$ cat src/rtl/fetch_unit.sv
// Instruction fetch stage: request/grant fetch from instruction memory, in-order
// response FIFO and redirect handling. Optional macro: FETCH_MISALIGN_CHECK_EN.
module fetch_unit #(
  parameter logic [31:0] RESET_PC = 32'h0000_0000,
  parameter int unsigned DEPTH    = 2
) (
  input  logic        clk,
  input  logic        reset_i,
  output logic        imem_req_o,
  output logic [29:0] imem_addr_o,
  input  logic        imem_gnt_i,
  input  logic        imem_rvalid_i,
  input  logic [31:0] imem_rdata_i,
  output logic        instr_valid_o,
  input  logic        instr_ready_i,
  output logic [31:0] instr_o,
  output logic [31:0] pc_o,
  input  logic [1:0]  next_pc_sel_i,
  input  logic [31:0] addr_i,
  output logic        fault_o
);

  localparam int unsigned CW = $clog2(DEPTH + 1);
  localparam int unsigned PW = (DEPTH > 1) ? $clog2(DEPTH) : 1;

  logic [31:0]   fpc, fpc_n;
  logic [CW-1:0] outstanding, outstanding_n;
  logic [CW-1:0] discard, discard_n;
  logic [CW-1:0] count, count_n;
  logic [PW-1:0] head, head_n, tail, tail_n;
  logic [PW-1:0] pend_head, pend_head_n, pend_tail, pend_tail_n;
  logic          fault, fault_n;

  logic [31:0] fifo_pc    [DEPTH];
  logic [31:0] fifo_instr [DEPTH];
  logic [31:0] pend_pc    [DEPTH];

  logic        grant, resp, drop, push, pop, redirect;
  logic [31:0] target_raw, target;
  logic        use_new;
  logic        valid_n;
  logic [31:0] instr_n, pc_n;

  function automatic logic [PW-1:0] ptr_inc(input logic [PW-1:0] p);
    return (p == PW'(DEPTH - 1)) ? '0 : p + PW'(1);
  endfunction

  // Credit check covers both in-flight and buffered words, so the FIFO never overflows
  assign imem_req_o  = !reset_i && !fault &&
                       (((CW+1)'(outstanding) + (CW+1)'(count)) < (CW+1)'(DEPTH));
  assign imem_addr_o = fpc[31:2];
  assign fault_o     = fault;

  assign grant      = imem_req_o & imem_gnt_i;
  assign resp       = imem_rvalid_i & (outstanding != '0);
  assign drop       = resp & (discard != '0);
  assign push       = resp & ~drop;
  assign pop        = instr_valid_o & instr_ready_i;
  assign redirect   = pop & next_pc_sel_i[0];
  assign target_raw = next_pc_sel_i[1] ? addr_i : (pc_o + addr_i);

`ifdef FETCH_MISALIGN_CHECK_EN
  assign target  = target_raw;
  assign fault_n = fault | (redirect & (target_raw[1:0] != 2'b00));
`else
  assign target  = target_raw & ~32'h0000_0003;
  assign fault_n = 1'b0;
`endif

  // Next-state: normal FIFO/credit bookkeeping, then redirect overrides
  always_comb begin
    outstanding_n = outstanding + CW'(grant) - CW'(resp);
    discard_n     = discard - CW'(drop);
    count_n       = count + CW'(push) - CW'(pop);
    head_n        = pop  ? ptr_inc(head) : head;
    tail_n        = push ? ptr_inc(tail) : tail;
    fpc_n         = grant ? (fpc + 32'd4) : fpc;
    pend_head_n   = resp  ? ptr_inc(pend_head) : pend_head;
    pend_tail_n   = grant ? ptr_inc(pend_tail) : pend_tail;
    if (redirect) begin
      // Every request still in flight after this edge belongs to the old path
      discard_n = outstanding_n;
      count_n   = '0;
      head_n    = '0;
      tail_n    = '0;
      fpc_n     = target;
    end
  end

  // Registered view of the FIFO head after this edge
  always_comb begin
    use_new = push && (tail == head_n);
    valid_n = (count_n != '0) && !fault_n;
    instr_n = use_new ? imem_rdata_i       : fifo_instr[head_n];
    pc_n    = use_new ? pend_pc[pend_head] : fifo_pc[head_n];
  end

  always_ff @(posedge clk) begin
    if (reset_i) begin
      fpc           <= RESET_PC;
      outstanding   <= '0;
      discard       <= '0;
      count         <= '0;
      head          <= '0;
      tail          <= '0;
      pend_head     <= '0;
      pend_tail     <= '0;
      fault         <= 1'b0;
      instr_valid_o <= 1'b0;
      instr_o       <= '0;
      pc_o          <= '0;
    end else begin
      fpc           <= fpc_n;
      outstanding   <= outstanding_n;
      discard       <= discard_n;
      count         <= count_n;
      head          <= head_n;
      tail          <= tail_n;
      pend_head     <= pend_head_n;
      pend_tail     <= pend_tail_n;
      fault         <= fault_n;
      instr_valid_o <= valid_n;
      instr_o       <= instr_n;
      pc_o          <= pc_n;
    end
  end

  // Storage arrays carry no reset; occupancy is tracked by the pointers above
  always_ff @(posedge clk) begin
    if (push) begin
      fifo_pc[tail]    <= pend_pc[pend_head];
      fifo_instr[tail] <= imem_rdata_i;
    end
    if (grant) begin
      pend_pc[pend_tail] <= fpc;
    end
  end

endmodule

$ cat config.mk
export PLATFORM = sky130hd
export DESIGN_NAME = fetch_unit
export DESIGN_NICKNAME = d
export VERILOG_FILES = /design/src/rtl/fetch_unit.sv
export SDC_FILE = /design/constraint.sdc
export NUM_CORES = 1
export LEC_CHECK = 0
export CORE_MARGIN = 2
export CORE_UTILIZATION = 60
export CTS_CLUSTER_SIZE = 40
export DETAILED_ROUTE_END_ITERATION = 10
export DONT_BUFFER_PORTS = 1
export HOLD_SLACK_MARGIN = 0.1
export PLACE_DENSITY = 0.76
export SYNTH_ARGS = -nofsm -noshare
export SYNTH_HDL_FRONTEND = slang
export SYNTH_SLANG_ARGS = --single-unit
$ cat constraint.sdc
create_clock -name clk -period 5.1 [get_ports clk]
set_input_delay 1.02 -clock clk [delete_from_list [all_inputs] [get_ports clk]]
set_output_delay 1.02 -clock clk [all_outputs]
set_load 0.02 [all_outputs]
==> key figures <==
Clock tree
  • Clock sink count: 288
  • Clk slew on worst S/H paths: 0.06 ns
  • CTS tree: built
  • CTS max path bufs: 3
  • CTS Buf Count: 29
  • Post_cts resized: 0
  • Root cell of the clock tree: clkbuf_16
  • Htree depth: 1
  • CTS Hold Bufs: 0
  • # Post-CTS Setup Buffers: 0
  • Clock Latency Late Sink: 0.55 ns

Die
  • Die H: 148.2 um
  • Die width: 148.2 um
  • Core Area: 0.02030 mm^2
  • I/O Pins: 168
  • Initial Util: 0.6142
  • Die area: 0.02195 mm^2
  • FP Rows: 52

Flow run
  • Max Cap Viol: 0

Synthesis
  • Mapped Cells: 998
  • Post-synth top flop: edfxtp_1
  • Total of warnings raised by yosys: 0
  • Mapped Area: 0.01247 mm^2
  • Post-synthesis average cell area: 12.49 um^2
  • Post-synthesis async set-or-reset flop share: 0
  • Synth Register Bits: 288
  • Netlist cell types: 61
  • Number of enable flip-flop cells after synthesis: 184
  • Seq/Total Area, Yosys: 0.6101

Global routing
  • First-pass GRT wire length: 41150 um
  • Antenna violations before repair: 0
  • Vias in the first global route: 7883
  • Grt total ovfl: 0
  • All-Layer GR Usage: 0.2381
  • Largest net degree at the start of global routing: 106

Place
  • Global placer's final weighted congestion: 0.8265
  • Inst Count DP: 1225
  • HPWL Detailed: 16620 um
  • Pre-CTS WS: 1.052 ns
  • Port bufs: 0

Timing
  • Final Hold Viols: 0
  • Fin. max-slew vios: 0
  • Final clock skew: 0.01857 ns
  • Fin worst setup slack: 1.483 ns
  • Fin Setup TNS: 0 ns
  • RSZ-0062 raised after global routing: false
  • Measured slew at the worst slew-check pin: 1.048 ns
  • Slew headroom: 0.3011
  • Fmax: 276.5 MHz
  • Crit path time final: 3.617 ns
  • Post-route clock period utilization: 0.7091
  • Final setup vio count: 0

Detailed routing
  • Routed Antenna Nets: 0
  • Routed wire length: 26090 um
  • DR WL/cell: 20.41 um
  • Drt drc: 0
  • Via count: 7765
  • Vias per cell: 6.076
  • First-pass iteration count of the detailed router: 5
  • 1st-iter DRT viols: 498

Final layout
  • Non-filler cells, final: 1278
  • Share of cells above drive strength 1: 0.1012
  • ANT cells: 0
  • Most common cell after layout, fill and taps aside: edfxtp_1
  • Final nets: 1094
  • # fillers: 1462
  • Synth-to-layout area growth: 9.453%
  • Util after Layout: 0.6723
  • Multi-input logic area: 0.004592 mm^2
  • Reg area: 0.007609 mm^2
  • Commonest non-fill, non-tap cells in the layout: 184 x edfxtp_1, 113 x nor2_1, 103 x dfxtp_1, 94 x a211oi_1, 68 x mux2i_1

Worst setup path
  • Data required, critical path: 5.54 ns
  • Kind of critical path: reg2reg
  • Crit path DAT: 4.06 ns
  • Worst setup SP type: register
  • Reg2Reg Depth: 11
  • CP endpoint kind: register
  • Crit Path Max Fanout: 4

Pwr
  • Max VDD drop: 447.3 uV
  • Final Power: 7.211 mW
  • PwrDens: 528.4 mW/mm^2
  • Leakage power: 5.287 nW

Hold path
  • Worst hold path stage count: 2
  • Hold Path Class: reg2reg

Run status
  • Outcome: complete, no violations
-- report_power, final --
group	switching, mW	leakage (nW)	internal, mW
logic	0.928	2.27	0.685
registers	0.517	2.55	3.01
clock network	0.857	0.471	1.21
-- Yosys cell counts, drive strengths merged, types with 3 or more instances --
cell type	number	area, um^2
o21bai	4	30.03
nor2b	5	31.28
nand3b	3	22.52
mux2i	68	680.7
ha	35	437.9
mux2	30	337.8
a211oi	94	705.7
buf	18	88.83
o21a	4	30.03
nand4	9	56.30
o21ai	24	120.1
inv	22	82.58
a311oi	4	35.03
a21oi	38	193.9
xnor2	35	306.5
nand2	34	127.6
a21o	16	120.1
nor3	11	55.05
nor3b	3	22.52
and3	10	62.56
and2	7	43.79
or2	3	18.77
a31oi	3	18.77
o211ai	4	30.03
clkbuf	36	135.1
edfxtp	184	5525
nand3	15	75.07
nor2	115	431.7
xor2	26	227.7
dfxtp	104	2082
nand2b	4	25.02
-- worst paths after layout --
path / startpoint / endpoint / slack [ns]
worst max-delay path: pc_o[2] / fpc[20] / 1.48
worst min-delay path: pend_head / register / 0.55
worst max register to register: pc_o[2] / fpc[20] / 1.48
worst min register to register: pend_head / register / 0.55
-- layer usage --
layer | GRT usage | share of wire | vias up
met5 | 0 | 0 | -
met4 | 0.06714 | 0.021 | 0
met3 | 0.06319 | 0.082 | 41
met2 | 0.4190 | 0.50 | 273
met1 | 0.2903 | 0.40 | 3755
li1 | - | - | 3696
-- flip-flops by register name, summed over array words and instances, names as in the netlist, 30 cells and up, named ones only --
signal,count
pc_o,30
instr_o,32
fifo_pc,60
fifo_instr,64
fpc,30
pend_pc,60
-- critical path, stage by stage (launching register included) --
cell and delay, ns:
dfxtp_1 0.41, ha_1 0.28, fa_1 0.43, a21o_1 0.22, a21oi_2 0.21, o21ai_1 0.09, a311oi_1 0.73, a21oi_1 0.21
o21ai_1 0.28, a21boi_0 0.14, o31a_1 0.30, a211oi_1 0.23
-- per-stage QoR --
step / cell area, um^2 / hold slack (ns)
floorplan: 12480 / 0.4725
global placement: 12700 / 0.4822
detailed placement: 12700 / 0.5324
CTS: 13650 / 0.5350
global route: 13650 / 0.5373
finish: 13650 / 0.5530
-- cells by family (layout without fill, tap and decap cells) --
kind of cell | count (synthesis) | after routing | synth area share
flops | 288 | 288 | 0.6101
simple gates | 227 | 227 | 0.08520
compound gates | 210 | 210 | 0.1169
mux | 98 | 98 | 0.08169
buf+inv | 76 | 84 | 0.02459
xor+xnor | 61 | 61 | 0.04285
fa+ha+maj | 37 | 37 | 0.03833
other cells | 1 | 3 | 0.0003008
-- layout make-up --
type | instances | area share
flip-flops and latches | 288 | 0.5575
multi-input cells | 636 | 0.3365
clock buffers | 41 | 0.06244
well taps | 270 | 0.02475
clock inverters | 12 | 0.006876
inverters | 22 | 0.006051
repair buffers | 9 | 0.005868
(Power assumes the default switching activity.)
